## src/rtl/sccb_init_seq_pkg.sv

```systemverilog
// sccb_init_seq_pkg
//   Shared definitions for the SCCB init sequencer, its table ROM and the
//   bench: table entry layout, op encodings, FSM state encodings, bus
//   command/response codes and error codes.
package sccb_init_seq_pkg;

  localparam int OP_W    = 2;
  localparam int ADDR_W  = 8;
  localparam int DATA_W  = 8;
  localparam int ENTRY_W = OP_W + ADDR_W + DATA_W;

  typedef enum logic [1:0] {
    OP_WRITE = 2'b00,
    OP_DELAY = 2'b01,
    OP_CHECK = 2'b10,
    OP_END   = 2'b11
  } op_e;

  typedef struct packed {
    op_e               op;
    logic [ADDR_W-1:0] addr;
    logic [DATA_W-1:0] data;
  } entry_t;

  typedef enum logic [2:0] {
    S_IDLE      = 3'd0,
    S_FETCH     = 3'd1,
    S_ISSUE     = 3'd2,
    S_WAIT_RESP = 3'd3,
    S_WAIT_IDLE = 3'd4,
    S_DELAY     = 3'd5,
    S_DONE      = 3'd6,
    S_ERROR     = 3'd7
  } state_e;

  localparam logic [2:0] MCMD_IDLE  = 3'b000;
  localparam logic [2:0] MCMD_WRITE = 3'b001;
  localparam logic [2:0] MCMD_READ  = 3'b010;

  localparam logic [1:0] SRESP_DVA  = 2'b01;

  localparam logic [1:0] ERR_NONE    = 2'b00;
  localparam logic [1:0] ERR_TIMEOUT = 2'b01;
  localparam logic [1:0] ERR_CHECK   = 2'b10;
  localparam logic [1:0] ERR_OVERRUN = 2'b11;

  // Build one table entry from its fields.
  function automatic entry_t mk_entry(input op_e op, input logic [ADDR_W-1:0] addr,
                                      input logic [DATA_W-1:0] data);
    entry_t e;
    e.op   = op;
    e.addr = addr;
    e.data = data;
    return e;
  endfunction

endpackage

```

## src/rtl/sccb_init_rom.sv

```systemverilog
// sccb_init_rom
//   Register-init table for one sensor, read with one cycle of latency.
//   Swap this module (or its table selection) to retarget the sequencer.
// Ports:
//   clk    in   table clock
//   addr   in   P_ROM_AW entry index
//   entry  out  ENTRY_W registered entry {op, addr, data}
// Tables:
//   P_ROM_TABLE 0 : bring-up table (two writes, an ID check, delays, END)
//   P_ROM_TABLE 1 : every slot a WRITE of {addr=index, data=~index}, no END
module sccb_init_rom
  import sccb_init_seq_pkg::*;
#(
  parameter int P_ROM_AW    = 6,
  parameter int P_ROM_TABLE = 0
) (
  input  logic                clk,
  input  logic [P_ROM_AW-1:0] addr,
  output logic [ENTRY_W-1:0]  entry
);

  logic [ENTRY_W-1:0] entry_d;
  logic [ENTRY_W-1:0] entry_q;

  // Table contents; unlisted slots read as END so a short table stops cleanly.
  function automatic entry_t lookup(input logic [P_ROM_AW-1:0] a);
    entry_t      e;
    logic [31:0] a32;
    a32 = 32'(a);
    e   = mk_entry(OP_END, 8'h00, 8'h00);
    if (P_ROM_TABLE == 1) begin
      e = mk_entry(OP_WRITE, a32[7:0], ~a32[7:0]);
    end else begin
      case (a32)
        32'd0:   e = mk_entry(OP_WRITE, 8'h12, 8'h80);  // soft reset
        32'd1:   e = mk_entry(OP_WRITE, 8'h11, 8'h01);  // clock prescaler
        32'd2:   e = mk_entry(OP_CHECK, 8'h0A, 8'h76);  // product ID
        32'd3:   e = mk_entry(OP_DELAY, 8'h00, 8'h00);
        32'd4:   e = mk_entry(OP_DELAY, 8'h00, 8'h03);  // settle after reset
        32'd5:   e = mk_entry(OP_END,   8'h00, 8'h00);
        default: e = mk_entry(OP_END,   8'h00, 8'h00);
      endcase
    end
    return e;
  endfunction

  // Table lookup for the presented index.
  always_comb begin
    entry_d = lookup(addr);
  end

  // Registered read port.
  always_ff @(posedge clk) begin
    entry_q <= entry_d;
  end

  assign entry = entry_q;

endmodule

```

## src/rtl/sccb_init_seq.sv

```systemverilog
// sccb_init_seq
//   Walks the init table in sccb_init_rom and turns each entry into SCCB
//   bridge commands (WRITE / CHECK-read), millisecond delays or completion.
// Ports:
//   sccb_clk      in   clock for all logic
//   sccb_reset_n  in   asynchronous active-low reset
//   start         in   one-cycle pulse, (re)run table from entry 0
//   mcmd          out  3   bridge command: 000 idle, 001 write, 010 read
//   maddr         out  15  {P_DEV_ID, register address}
//   mdata         out  8   write data
//   scmdaccept    in   bridge idle / accepting
//   sresp         in   2   bridge response, 01 = DVA
//   sdata         in   8   read data, valid with DVA on a read
//   busy          out  sequence running
//   done          out  sticky, END entry reached
//   error         out  sticky, sequence aborted
//   err_code      out  2   01 timeout, 10 check mismatch, 11 table overrun
//   err_idx       out  P_ROM_AW entry index at abort
module sccb_init_seq
  import sccb_init_seq_pkg::*;
#(
  parameter logic [6:0]  P_DEV_ID     = 7'h21,
  parameter int          P_ROM_AW     = 6,
  parameter logic [15:0] P_MS_DIV     = 16'd50000,
  parameter logic [23:0] P_TIMEOUT    = 24'd2000000,
  parameter bit          P_AUTO_START = 1'b1,
  parameter int          P_ROM_TABLE  = 0   // table selection inside sccb_init_rom
) (
  input  logic                sccb_clk,
  input  logic                sccb_reset_n,
  input  logic                start,
  output logic [2:0]          mcmd,
  output logic [14:0]         maddr,
  output logic [7:0]          mdata,
  input  logic                scmdaccept,
  input  logic [1:0]          sresp,
  input  logic [7:0]          sdata,
  output logic                busy,
  output logic                done,
  output logic                error,
  output logic [1:0]          err_code,
  output logic [P_ROM_AW-1:0] err_idx
);

  localparam logic [P_ROM_AW-1:0] IDX_LAST = '1;
  localparam logic [P_ROM_AW-1:0] IDX_ONE  = {{(P_ROM_AW-1){1'b0}}, 1'b1};

  state_e              state_d,     state_q;
  logic [P_ROM_AW-1:0] idx_d,       idx_q;
  logic                fetch_cnt_d, fetch_cnt_q;
  logic [23:0]         tmo_cnt_d,   tmo_cnt_q;
  logic [15:0]         pre_cnt_d,   pre_cnt_q;
  logic [7:0]          unit_cnt_d,  unit_cnt_q;
  logic                auto_pend_d, auto_pend_q;
  logic [2:0]          mcmd_d,      mcmd_q;
  logic [14:0]         maddr_d,     maddr_q;
  logic [7:0]          mdata_d,     mdata_q;
  logic                busy_d,      busy_q;
  logic                done_d,      done_q;
  logic                error_d,     error_q;
  logic [1:0]          err_code_d,  err_code_q;
  logic [P_ROM_AW-1:0] err_idx_d,   err_idx_q;

  logic [ENTRY_W-1:0]  rom_data_s;
  entry_t              rom_entry_s;
  logic                tmo_hit_s;
  logic                abort_s;
  logic [1:0]          abort_code_s;
  logic                adv_s;

  sccb_init_rom #(
    .P_ROM_AW    (P_ROM_AW),
    .P_ROM_TABLE (P_ROM_TABLE)
  ) u_rom (
    .clk   (sccb_clk),
    .addr  (idx_q),
    .entry (rom_data_s)
  );

  // The ROM keeps presenting the current entry while idx_q is unchanged,
  // so ISSUE/WAIT_RESP can use its fields directly.
  assign rom_entry_s = entry_t'(rom_data_s);

  // Next-state and next-output logic for the sequencer.
  always_comb begin
    state_d      = state_q;
    idx_d        = idx_q;
    fetch_cnt_d  = fetch_cnt_q;
    tmo_cnt_d    = tmo_cnt_q;
    pre_cnt_d    = pre_cnt_q;
    unit_cnt_d   = unit_cnt_q;
    auto_pend_d  = 1'b0;
    mcmd_d       = mcmd_q;
    maddr_d      = maddr_q;
    mdata_d      = mdata_q;
    done_d       = done_q;
    error_d      = error_q;
    err_code_d   = err_code_q;
    err_idx_d    = err_idx_q;
    abort_s      = 1'b0;
    abort_code_s = ERR_NONE;
    adv_s        = 1'b0;
    tmo_hit_s    = (tmo_cnt_q == (P_TIMEOUT - 24'd1));

    case (state_q)
      S_IDLE, S_DONE, S_ERROR: begin
        if (start || auto_pend_q) begin
          done_d      = 1'b0;
          error_d     = 1'b0;
          err_code_d  = ERR_NONE;
          idx_d       = '0;
          fetch_cnt_d = 1'b0;
          state_d     = S_FETCH;
        end else begin
          state_d = state_q;
        end
      end

      // First cycle presents idx_q to the ROM, second sees its output.
      S_FETCH: begin
        if (fetch_cnt_q == 1'b0) begin
          fetch_cnt_d = 1'b1;
        end else begin
          fetch_cnt_d = 1'b0;
          case (rom_entry_s.op)
            OP_WRITE, OP_CHECK: begin
              tmo_cnt_d = 24'd0;
              state_d   = S_ISSUE;
            end
            OP_DELAY: begin
              pre_cnt_d  = 16'd0;
              unit_cnt_d = rom_entry_s.data;
              state_d    = S_DELAY;
            end
            OP_END: begin
              done_d  = 1'b1;
              state_d = S_DONE;
            end
            default: begin
              state_d = S_FETCH;
            end
          endcase
        end
      end

      S_ISSUE: begin
        if (tmo_hit_s) begin
          abort_s      = 1'b1;
          abort_code_s = ERR_TIMEOUT;
        end else begin
          tmo_cnt_d = tmo_cnt_q + 24'd1;
          if (scmdaccept) begin
            mcmd_d  = (rom_entry_s.op == OP_CHECK) ? MCMD_READ : MCMD_WRITE;
            maddr_d = {P_DEV_ID, rom_entry_s.addr};
            mdata_d = rom_entry_s.data;
            state_d = S_WAIT_RESP;
          end else begin
            state_d = S_ISSUE;
          end
        end
      end

      // Command stays on the bus until DVA is sampled.
      S_WAIT_RESP: begin
        if (tmo_hit_s) begin
          abort_s      = 1'b1;
          abort_code_s = ERR_TIMEOUT;
        end else if (sresp == SRESP_DVA) begin
          mcmd_d = MCMD_IDLE;
          if ((rom_entry_s.op == OP_CHECK) && (sdata != rom_entry_s.data)) begin
            abort_s      = 1'b1;
            abort_code_s = ERR_CHECK;
          end else begin
            tmo_cnt_d = tmo_cnt_q + 24'd1;
            state_d   = S_WAIT_IDLE;
          end
        end else begin
          tmo_cnt_d = tmo_cnt_q + 24'd1;
        end
      end

      // Bridge raises scmdaccept again once its STOP condition is done.
      S_WAIT_IDLE: begin
        if (tmo_hit_s) begin
          abort_s      = 1'b1;
          abort_code_s = ERR_TIMEOUT;
        end else if (scmdaccept) begin
          adv_s = 1'b1;
        end else begin
          tmo_cnt_d = tmo_cnt_q + 24'd1;
        end
      end

      // unit_cnt counts remaining delay units, pre_cnt the cycles in a unit.
      S_DELAY: begin
        if (unit_cnt_q == 8'd0) begin
          adv_s = 1'b1;
        end else if (pre_cnt_q == (P_MS_DIV - 16'd1)) begin
          pre_cnt_d  = 16'd0;
          unit_cnt_d = unit_cnt_q - 8'd1;
        end else begin
          pre_cnt_d = pre_cnt_q + 16'd1;
        end
      end

      default: begin
        state_d = S_IDLE;
      end
    endcase

    // Finishing the last slot without END is an overrun; the index never wraps.
    if (abort_s || (adv_s && (idx_q == IDX_LAST))) begin
      state_d    = S_ERROR;
      error_d    = 1'b1;
      err_code_d = abort_s ? abort_code_s : ERR_OVERRUN;
      err_idx_d  = idx_q;
      mcmd_d     = MCMD_IDLE;
    end else if (adv_s) begin
      idx_d       = idx_q + IDX_ONE;
      fetch_cnt_d = 1'b0;
      state_d     = S_FETCH;
    end else begin
      idx_d = idx_d;
    end

    // Only ISSUE->WAIT_RESP may carry a live command.
    if ((state_d == S_WAIT_RESP) || (state_d == S_WAIT_IDLE) || (state_d == S_ISSUE)) begin
      mcmd_d = mcmd_d;
    end else begin
      mcmd_d = MCMD_IDLE;
    end

    busy_d = (state_d != S_IDLE) && (state_d != S_DONE) && (state_d != S_ERROR);
  end

  // Sequencer state and registered outputs.
  always_ff @(posedge sccb_clk or negedge sccb_reset_n) begin
    if (!sccb_reset_n) begin
      state_q     <= S_IDLE;
      idx_q       <= '0;
      fetch_cnt_q <= 1'b0;
      tmo_cnt_q   <= 24'd0;
      pre_cnt_q   <= 16'd0;
      unit_cnt_q  <= 8'd0;
      auto_pend_q <= P_AUTO_START;
      mcmd_q      <= MCMD_IDLE;
      maddr_q     <= 15'd0;
      mdata_q     <= 8'd0;
      busy_q      <= 1'b0;
      done_q      <= 1'b0;
      error_q     <= 1'b0;
      err_code_q  <= ERR_NONE;
      err_idx_q   <= '0;
    end else begin
      state_q     <= state_d;
      idx_q       <= idx_d;
      fetch_cnt_q <= fetch_cnt_d;
      tmo_cnt_q   <= tmo_cnt_d;
      pre_cnt_q   <= pre_cnt_d;
      unit_cnt_q  <= unit_cnt_d;
      auto_pend_q <= auto_pend_d;
      mcmd_q      <= mcmd_d;
      maddr_q     <= maddr_d;
      mdata_q     <= mdata_d;
      busy_q      <= busy_d;
      done_q      <= done_d;
      error_q     <= error_d;
      err_code_q  <= err_code_d;
      err_idx_q   <= err_idx_d;
    end
  end

  assign mcmd     = mcmd_q;
  assign maddr    = maddr_q;
  assign mdata    = mdata_q;
  assign busy     = busy_q;
  assign done     = done_q;
  assign error    = error_q;
  assign err_code = err_code_q;
  assign err_idx  = err_idx_q;

endmodule

```

## config.mk

```make
export PLATFORM = sky130hd
export DESIGN_NAME = sccb_init_seq
export DESIGN_NICKNAME = d
export VERILOG_FILES = /design/src/rtl/sccb_init_seq_pkg.sv /design/src/rtl/sccb_init_rom.sv /design/src/rtl/sccb_init_seq.sv
export SDC_FILE = /design/constraint.sdc
export NUM_CORES = 1
export LEC_CHECK = 0
export BUFFER_PORTS_ARGS = -buffer_cell sky130_fd_sc_hd__buf_4
export CAP_MARGIN = 0
export CORE_UTILIZATION = 55
export CTS_CLUSTER_DIAMETER = 40
export DETAILED_ROUTE_END_ITERATION = 7
export PLACE_DENSITY = 0.81
export SYNTH_ARGS = -nofsm -noshare
export SYNTH_HDL_FRONTEND = slang
export SYNTH_SLANG_ARGS = --single-unit
export TNS_END_PERCENT = 1
```

## constraint.sdc

```tcl
create_clock -name sccb_clk -period 7.29 [get_ports sccb_clk]
set_input_delay 0.3645 -clock sccb_clk [delete_from_list [all_inputs] [get_ports sccb_clk]]
set_output_delay 0.3645 -clock sccb_clk [all_outputs]
set_load 0.05 [all_outputs]
```

==> qor_table.md, run 1 <==
| Result | Value |
|:---|:---|
| Filler-free cell count of the finished design | 670 |
| Global placement routability congestion | 0.933 |
| Maximum number of pins on one net before global-route repair | 81 |
| Syn. warnings | 0 |
| Met2 layer wire length in the routed design | 4980 µm |
| Average instance area after synthesis | 8.98 µm² |
| Pins Over Slew Limit | 0 |
| Leakage power | 2.34 nW |
| Number of placed instances with taps included | 654 |
| Die width | 95.3 µm |
| Number of port buffers | 39 |
| Antenna cell count | 0 |
| Number of gates resized after cts | 0 |
| Finished Core Util | 63.3% |
| Core area | 0.00834 mm² |
| Type of element launching the critical path | flop |
| Number of buffers between clock root and the deepest sink | 2 |
| Unrepaired setup endpoints after global routing | no |
| Leading cell type by number of instances after synthesis | sky130_fd_sc_hd__dfrtp_1 |
| Most instantiated cells after synthesis | sky130_fd_sc_hd__dfrtp_1 (79), sky130_fd_sc_hd__o21ai_0 (58), sky130_fd_sc_hd__nand2_1 (50) |
| Wire length of the first global-routing pass | 17400 µm |
| Crit path max fanout | 19 |
| Count of distinct cell types in the synthesized netlist | 55 |
| Biggest area contributors in the synthesized netlist | sky130_fd_sc_hd__dfrtp_1 (41%), sky130_fd_sc_hd__o21ai_0 (6.1%), sky130_fd_sc_hd__nand2_1 (3.9%) |
| Measured slew at the worst slew-check pin | 1.10 ns |
| Count of endpoints failing setup in the final report | 0 |
| Post-layout minimum cycle time | 3.02 ns |
| Highest metal layer with signal wires | met4 |
| Antenna violations before repair | 0 |
| Root buf cell | sky130_fd_sc_hd__clkbuf_8 |
| Critical path endpoint category | flop |
| # Max-Cap Violations | 0 |
| Metal-1 WL | 4820 µm |
| Worst Path Required | 7.58 ns |
| Violation count after the first detailed-route iteration | 249 |
| Avg Vias per Cell | 6.00 |
| Remaining Overflow, GRT | 0 |
| Final Total Pwr | 1.62 mW |
| Final cycle utilization of the critical path | 41.4% |
| Worst min-delay path class | input pin to async pin |
| Number of cell rows | 33 |
| Proportion of synthesized flip-flops having asynchronous set or reset | 89.9% |
| Post-cts hold buffer count | 0 |
| Met3 Routed Length | 461 µm |
| Die Height | 95.3 µm |
| Average wire per cell in the routed design | 15.5 µm |
| Register clock-pin slew on the reported worst setup and hold paths | 0.09 ns |
| Total number of clock tree sinks | 89 |
| Clk Latency, worst-skew pair | 0.36 ns |
| Primary flip-flop cell chosen by synthesis mapping | sky130_fd_sc_hd__dfrtp_1 |
| Starting utilization of the core area | 57.4% |
| Clock tree from TritonCTS | done |
| Synth Register Bits | 89 |
| Total power per unit cell area | 308 mW/mm² |
| Layout cell share with drive strength beyond 1 | 13.6% |
| Worst path arrival time | 3.30 ns |
| Nets | 581 |
| Length of the first detailed-routing pass in iterations | 5 |
| Post-Syn Instances | 533 |
| DRC Markers | 0 |
| Yosys top cell area share | 41.3% |
| Number of placed I/O pins | 51 |
| Sequential fraction of the synthesis area | 45.6% |
| Floorplan die area | 0.00908 mm² |
| # Post-CTS Setup Buffers | 0 |
| Count of nets left with antenna violations after detail routing | 0 |
| Post-synthesis cell area | 0.00479 mm² |
| Max Clk Rate | 0.331 GHz |
| Final TNS setup | 0 ns |
| Number of buffers created by CTS | 9 |
| Worst Path Class, Setup | flop to flop |
| H-tree level count | 3 |
| Outcome | complete, no violations |
| Fin Clk Skew | 0.00940 ns |
| Vias in the first global route | 3659 |
| Peak supply drop | 0.176 mV |
| Final count of hold timing violations | 0 |
| Global-route usage over all layers | 24.7% |
| Syn-to-layout area delta | 10.2% |
| Via count of the routed design | 4021 |
| Detail Placement HPWL | 7300 µm |
| R2R Path Start | state_q[2] |
| Headroom to the max-slew limit | 26.6% |
| Startpoint of the most critical setup path | state_q[2] |
| Number of enable-type register cells in the synthesized netlist | 0 |
| Dominant cell type by area after synthesis | sky130_fd_sc_hd__dfrtp_1 |
| Total Routed Length | 10400 µm |
flip-flops by register name, summed over array words and instances (netlist names), 2 cells and up:
register and count:
tmo_cnt_q 24, pre_cnt_q 16, u_rom.entry 9, unit_cnt_q 8, err_idx 6, idx_q 6
maddr 5, mdata 3, state_q 3, err_code 2, mcmd 2
path summary, 6_finish.rpt:
check / end / slack [ns] / cells after the start
setup / recovery: tmo_cnt_q[11] / 4.27 / 6
hold / removal: pre_cnt_q[13] / 0.14 / 1
setup reg to reg: tmo_cnt_q[11] / 4.27 / 6
hold reg to reg: maddr[1] / 0.47 / 1
max in group asynchronous: unit_cnt_q[5] / 6.46 / 1
min in group sccb_clk: fetch_cnt_q / 0.37 / 4
final cells by class:
| type | count | area (µm²) |
|---|---|---|
| flip-flops and latches | 89 | 2180 |
| repair buffers | 41 | 308 |
| inverters | 14 | 52.6 |
| fillers | 696 | 3060 |
| clock inverters | 4 | 51.3 |
| clock buffers | 12 | 155 |
| multi-input cells | 405 | 2400 |
| well taps | 105 | 131 |
cell usage in the layout (no fill, tap or decap), types with 3 or more instances in the layout:
master                      Yosys  routed
sky130_fd_sc_hd__inv_1         14      14
sky130_fd_sc_hd__a211oi_1       4       4
sky130_fd_sc_hd__or3_1          8       8
sky130_fd_sc_hd__xor2_1         4       4
sky130_fd_sc_hd__mux2_2         9       9
sky130_fd_sc_hd__o211ai_1       4       4
sky130_fd_sc_hd__conb_1         1      12
sky130_fd_sc_hd__nand4_1       18      18
sky130_fd_sc_hd__and3_1        14      14
sky130_fd_sc_hd__nor2_1        39      39
sky130_fd_sc_hd__mux2i_1       11      11
sky130_fd_sc_hd__and4_1         5       5
sky130_fd_sc_hd__xnor2_1        8       8
sky130_fd_sc_hd__nor2b_1        6       6
sky130_fd_sc_hd__buf_4         17      41
sky130_fd_sc_hd__a22o_1         3       3
sky130_fd_sc_hd__o31ai_1        8       8
sky130_fd_sc_hd__nand2b_1       9       9
sky130_fd_sc_hd__ha_1           7       7
sky130_fd_sc_hd__nand2_1       50      50
sky130_fd_sc_hd__nor4_1         8       8
sky130_fd_sc_hd__nand3b_1       3       3
sky130_fd_sc_hd__a21oi_1       25      25
sky130_fd_sc_hd__o2111ai_1      3       3
sky130_fd_sc_hd__and2_1         9       9
sky130_fd_sc_hd__o21ai_0       58      58
sky130_fd_sc_hd__dfxtp_1        9       9
sky130_fd_sc_hd__nor3_1        22      21
sky130_fd_sc_hd__dfrtp_1       79      79
sky130_fd_sc_hd__clkbuf_8       0      11
sky130_fd_sc_hd__nand3_1       18      18
sky130_fd_sc_hd__or2_2          8       8
sky130_fd_sc_hd__or4_1          4       4
sky130_fd_sc_hd__a31oi_1        4       4
cell families (layout without fill, tap and decap cells):
group,count (synthesis),count (layout),synth area share [%]
compound gates,126,126,15.6
other cells,1,12,0.0783
buf+inv,50,71,5.30
simple gates,228,228,25.0
flops,89,89,45.6
xor+xnor,12,12,2.19
mux,20,20,4.42
fa+ha+maj,7,7,1.83
metal layers:
layer,vias up,track usage (%)
met5,-,0
met4,0,8.84
met3,10,3.67
met2,108,39.8
met1,1959,33.9
li1,1944,-
power breakdown:
| part | internal (mW) | total, mW | switching (mW) |
|---|---|---|---|
| Sequential | 0.574 | 0.667 | 0.0928 |
| Clock | 0.177 | 0.353 | 0.176 |
| Combinational | 0.199 | 0.605 | 0.406 |
critical path, stage by stage (launching register included):
cell and delay, ns:
sky130_fd_sc_hd__dfrtp_1 0.68, sky130_fd_sc_hd__nor3b_2 0.34, sky130_fd_sc_hd__nor2b_1 0.43, sky130_fd_sc_hd__nor2_1 0.20, sky130_fd_sc_hd__or3_1 0.58, sky130_fd_sc_hd__or4_1 0.57, sky130_fd_sc_hd__a21oi_1 0.15
metrics by stage:
stage | hold WS, ns | cell area (µm²) | setup WS (ns)
6_report | 0.143 | 5280 | 4.27
3_5_place_dp | 0.455 | 5070 | 4.30
3_3_place_gp | 0.445 | 5070 | 4.37
2_1_floorplan | 0.0689 | 4830 | 4.95
4_1_cts | 0.210 | 5280 | 4.31
5_1_grt | 0.249 | 5280 | 3.92
Power figures use the tool's default switching activity.
==> run 2: changes to the inputs <==
==> constraint.sdc (replaced) <==
create_clock -name sccb_clk -period 3.2 [get_ports sccb_clk]
set_input_delay 0.16 -clock sccb_clk [delete_from_list [all_inputs] [get_ports sccb_clk]]
set_output_delay 0.16 -clock sccb_clk [all_outputs]
set_load 0.05 [all_outputs]
==> qor_table.md, run 2 (synthesis results as in run 1) <==
| Result | Value | Change |
|:---|:---|:---|
| Final TNS setup | 0 ns | unchanged |
| Share of total power in combinational logic | 39.5% | +2.3 points |
| Beginning of the worst hold path | start |  |
| Avg Vias per Cell | 5.92 | -1.3% |
| Leakage power | 2.40 nW | +2.5% |
| Die Height | 95.3 µm | unchanged |
| Setup WS post-layout | 0.492 ns | -3.78 ns |
| Via count of the routed design | 4045 | +0.60% |
| Final count of hold timing violations | 0 | unchanged |
| Maximum number of pins on one net before global-route repair | 81 | unchanged |
| Measured slew at the worst slew-check pin | 1.01 ns | -0.0880 ns |
| Register containing the most flip-flops in the final layout | tmo_cnt_q |  |
| Total Routed Length | 10500 µm | +0.88% |
| Number of gates resized after cts | 0 | unchanged |
| Outcome | complete, no violations |  |
| Critical path endpoint category | flop |  |
| Share of total power in sequential cells | 40.2% | -0.8 points |
| Number of buffers created by CTS | 9 | unchanged |
| Final cycle utilization of the critical path | 84.6% | +43 points |
| Pins Over Slew Limit | 0 | unchanged |
| Headroom to the max-slew limit | 32.5% | +5.9 points |
| Detail Placement HPWL | 7300 µm | about the same |
| Total number of clock tree sinks | 89 | unchanged |
| Count of endpoints failing setup in the final report | 0 | unchanged |
| Clock tree from TritonCTS | done |  |
| Post-cts hold buffer count | 1 | +1 |
| Final design area excluding fillers | 0.00537 mm² | +1.6% |
| Switching share of total power | 43.0% | +1.5 points |
| Clock group share of total power | 20.3% | -1.4 points |
| R2R Path Start | state_q[2] |  |
| Worst Path Required | 3.49 ns | -4.09 ns |
| Die width | 95.3 µm | unchanged |
| Global-route usage over all layers | 25.2% | +0.46 points |
| Type of element launching the critical path | flop |  |
| Global placement routability congestion | 0.912 | -2.3% |
| Antenna cell count | 0 | unchanged |
| Unrepaired setup endpoints after global routing | no |  |
| Peak supply drop | 0.434 mV | +150% |
| Number of placed I/O pins | 51 | unchanged |
| Worst min-delay path class | input pin to flop |  |
| Syn-to-layout area delta | 12.0% |  |
| Switching power | 1.62 mW | +140% |
| Clk Latency, worst-skew pair | 0.37 ns | about the same |
| Length of the first detailed-routing pass in iterations | 5 | unchanged |
| Core area | 0.00834 mm² | unchanged |
| Fin Clk Skew | 0.0112 ns | +0.00182 ns |
| Post-layout minimum cycle time | 2.71 ns | -0.309 ns |
| Most common cell after layout, fill and taps aside | sky130_fd_sc_hd__dfrtp_1 |  |
| Number of cell rows | 33 | unchanged |
| Violation count after the first detailed-route iteration | 246 | -1.2% |
| Placement-stage worst setup slack | 0.581 ns | -3.72 ns |
| Worst path arrival time | 3.00 ns | -0.30 ns |
| # Post-CTS Setup Buffers | 0 | unchanged |
| Average wire per cell in the routed design | 15.3 µm | -1.0% |
| Worst Path Class, Setup | flop to flop |  |
| Number of buffers between clock root and the deepest sink | 2 | unchanged |
| Total power per unit cell area | 701 mW/mm² | +130% |
| DRC Markers | 0 | unchanged |
| Max Clk Rate | 0.369 GHz | +11% |
| Nets | 594 | +2.2% |
| H-tree level count | 3 | unchanged |
| Crit path max fanout | 19 | unchanged |
| Count of nets left with antenna violations after detail routing | 0 | unchanged |
| Root buf cell | sky130_fd_sc_hd__clkbuf_8 |  |
| Flip-flop count of the largest register after layout | 24 | unchanged |
| Vias in the first global route | 3696 | +1.0% |
| Commonest non-fill, non-tap cells in the layout | sky130_fd_sc_hd__dfrtp_1 (79), sky130_fd_sc_hd__o21ai_0 (58), sky130_fd_sc_hd__buf_4 (53), sky130_fd_sc_hd__nand2_1 (50), sky130_fd_sc_hd__nor2_1 (39) |  |
| Internal power of the cells | 2.15 mW | +130% |
| Starting utilization of the core area | 57.4% | unchanged |
| Startpoint of the most critical setup path | state_q[2] |  |
| Register clock-pin slew on the reported worst setup and hold paths | 0.10 ns | about the same |
| Remaining Overflow, GRT | 0 | unchanged |
| Number of port buffers | 39 | unchanged |
| Layout cell share with drive strength beyond 1 | 15.4% | +1.8 points |
| Wire length of the first global-routing pass | 17600 µm | +1.2% |
| # Max-Cap Violations | 0 | unchanged |
| Floorplan die area | 0.00908 mm² | unchanged |
| Placed inst area | 0.00516 mm² | +1.7% |
| Antenna violations before repair | 0 | unchanged |
-- run 2: worst max-delay path, cell delays in order, from the launching register on --
cell and delay, ns:
sky130_fd_sc_hd__dfrtp_1 0.66, sky130_fd_sc_hd__nor3b_2 0.36, sky130_fd_sc_hd__nor2b_1 0.18, sky130_fd_sc_hd__buf_4 0.16, sky130_fd_sc_hd__nor2_1 0.10, sky130_fd_sc_hd__or3_1 0.44, sky130_fd_sc_hd__buf_4 0.22, sky130_fd_sc_hd__or3_1 0.35
sky130_fd_sc_hd__a21oi_1 0.15
-- run 2: power groups by stage --
| stage | sequential [mW] | combinational (mW) | clock [mW] |
|---|---|---|---|
| 6_report | 1.51 | 1.49 | 0.764 |
| 5_1_grt | 1.55 | 1.64 | 0.819 |
| 4_1_cts | 1.51 | 1.48 | 0.776 |
| 2_1_floorplan | 1.64 | 0.939 | 0 |
| 3_3_place_gp | 1.52 | 1.45 | 0 |
| 3_5_place_dp | 1.53 | 1.47 | 0 |
-- run 2: worst paths after layout --
path	to	depth (start not counted)	slack, ns
max	tmo_cnt_q[15]	8	0.49
min	fetch_cnt_q	4	0.13
max reg2reg	tmo_cnt_q[15]	8	0.49
min reg2reg	maddr[0]	1	0.47
max in group asynchronous	state_q[0]	2	2.04
min in group asynchronous	pre_cnt_q[12]	2	0.50
-- run 2: routing by layer --
layer	part of all wire (%)	wire, µm	GRT usage (%)
met5	0	0	0
met2	46	4780	39.2
met1	48	5040	35.3
met4	2.4	251	10.4
met3	3.8	399	3.59
-- run 2: through the flow --
| step | utilization [%] | instances | hold WS [ns] | power, mW |
|---|---|---|---|---|
| after global placement | 61.8 | 666 | 0.386 | 2.97 |
| after floorplan | - | 544 | -0.136 | 2.57 |
| after global routing | 64.3 | 683 | 0.160 | 4.01 |
| after detailed placement | 61.8 | 666 | 0.397 | 3.00 |
| final | 64.3 | 683 | 0.126 | 3.76 |
| after CTS | 64.3 | 683 | 0.119 | 3.77 |
-- run 2: layout make-up --
class | count | area, µm²
fillers | 690 | 2980
multi-input cells | 405 | 2390
flip-flops and latches | 89 | 2180
repair buffers | 54 | 408
well taps | 105 | 131
clock buffers | 9 | 124
clock inverters | 7 | 73.8
inverters | 14 | 52.6
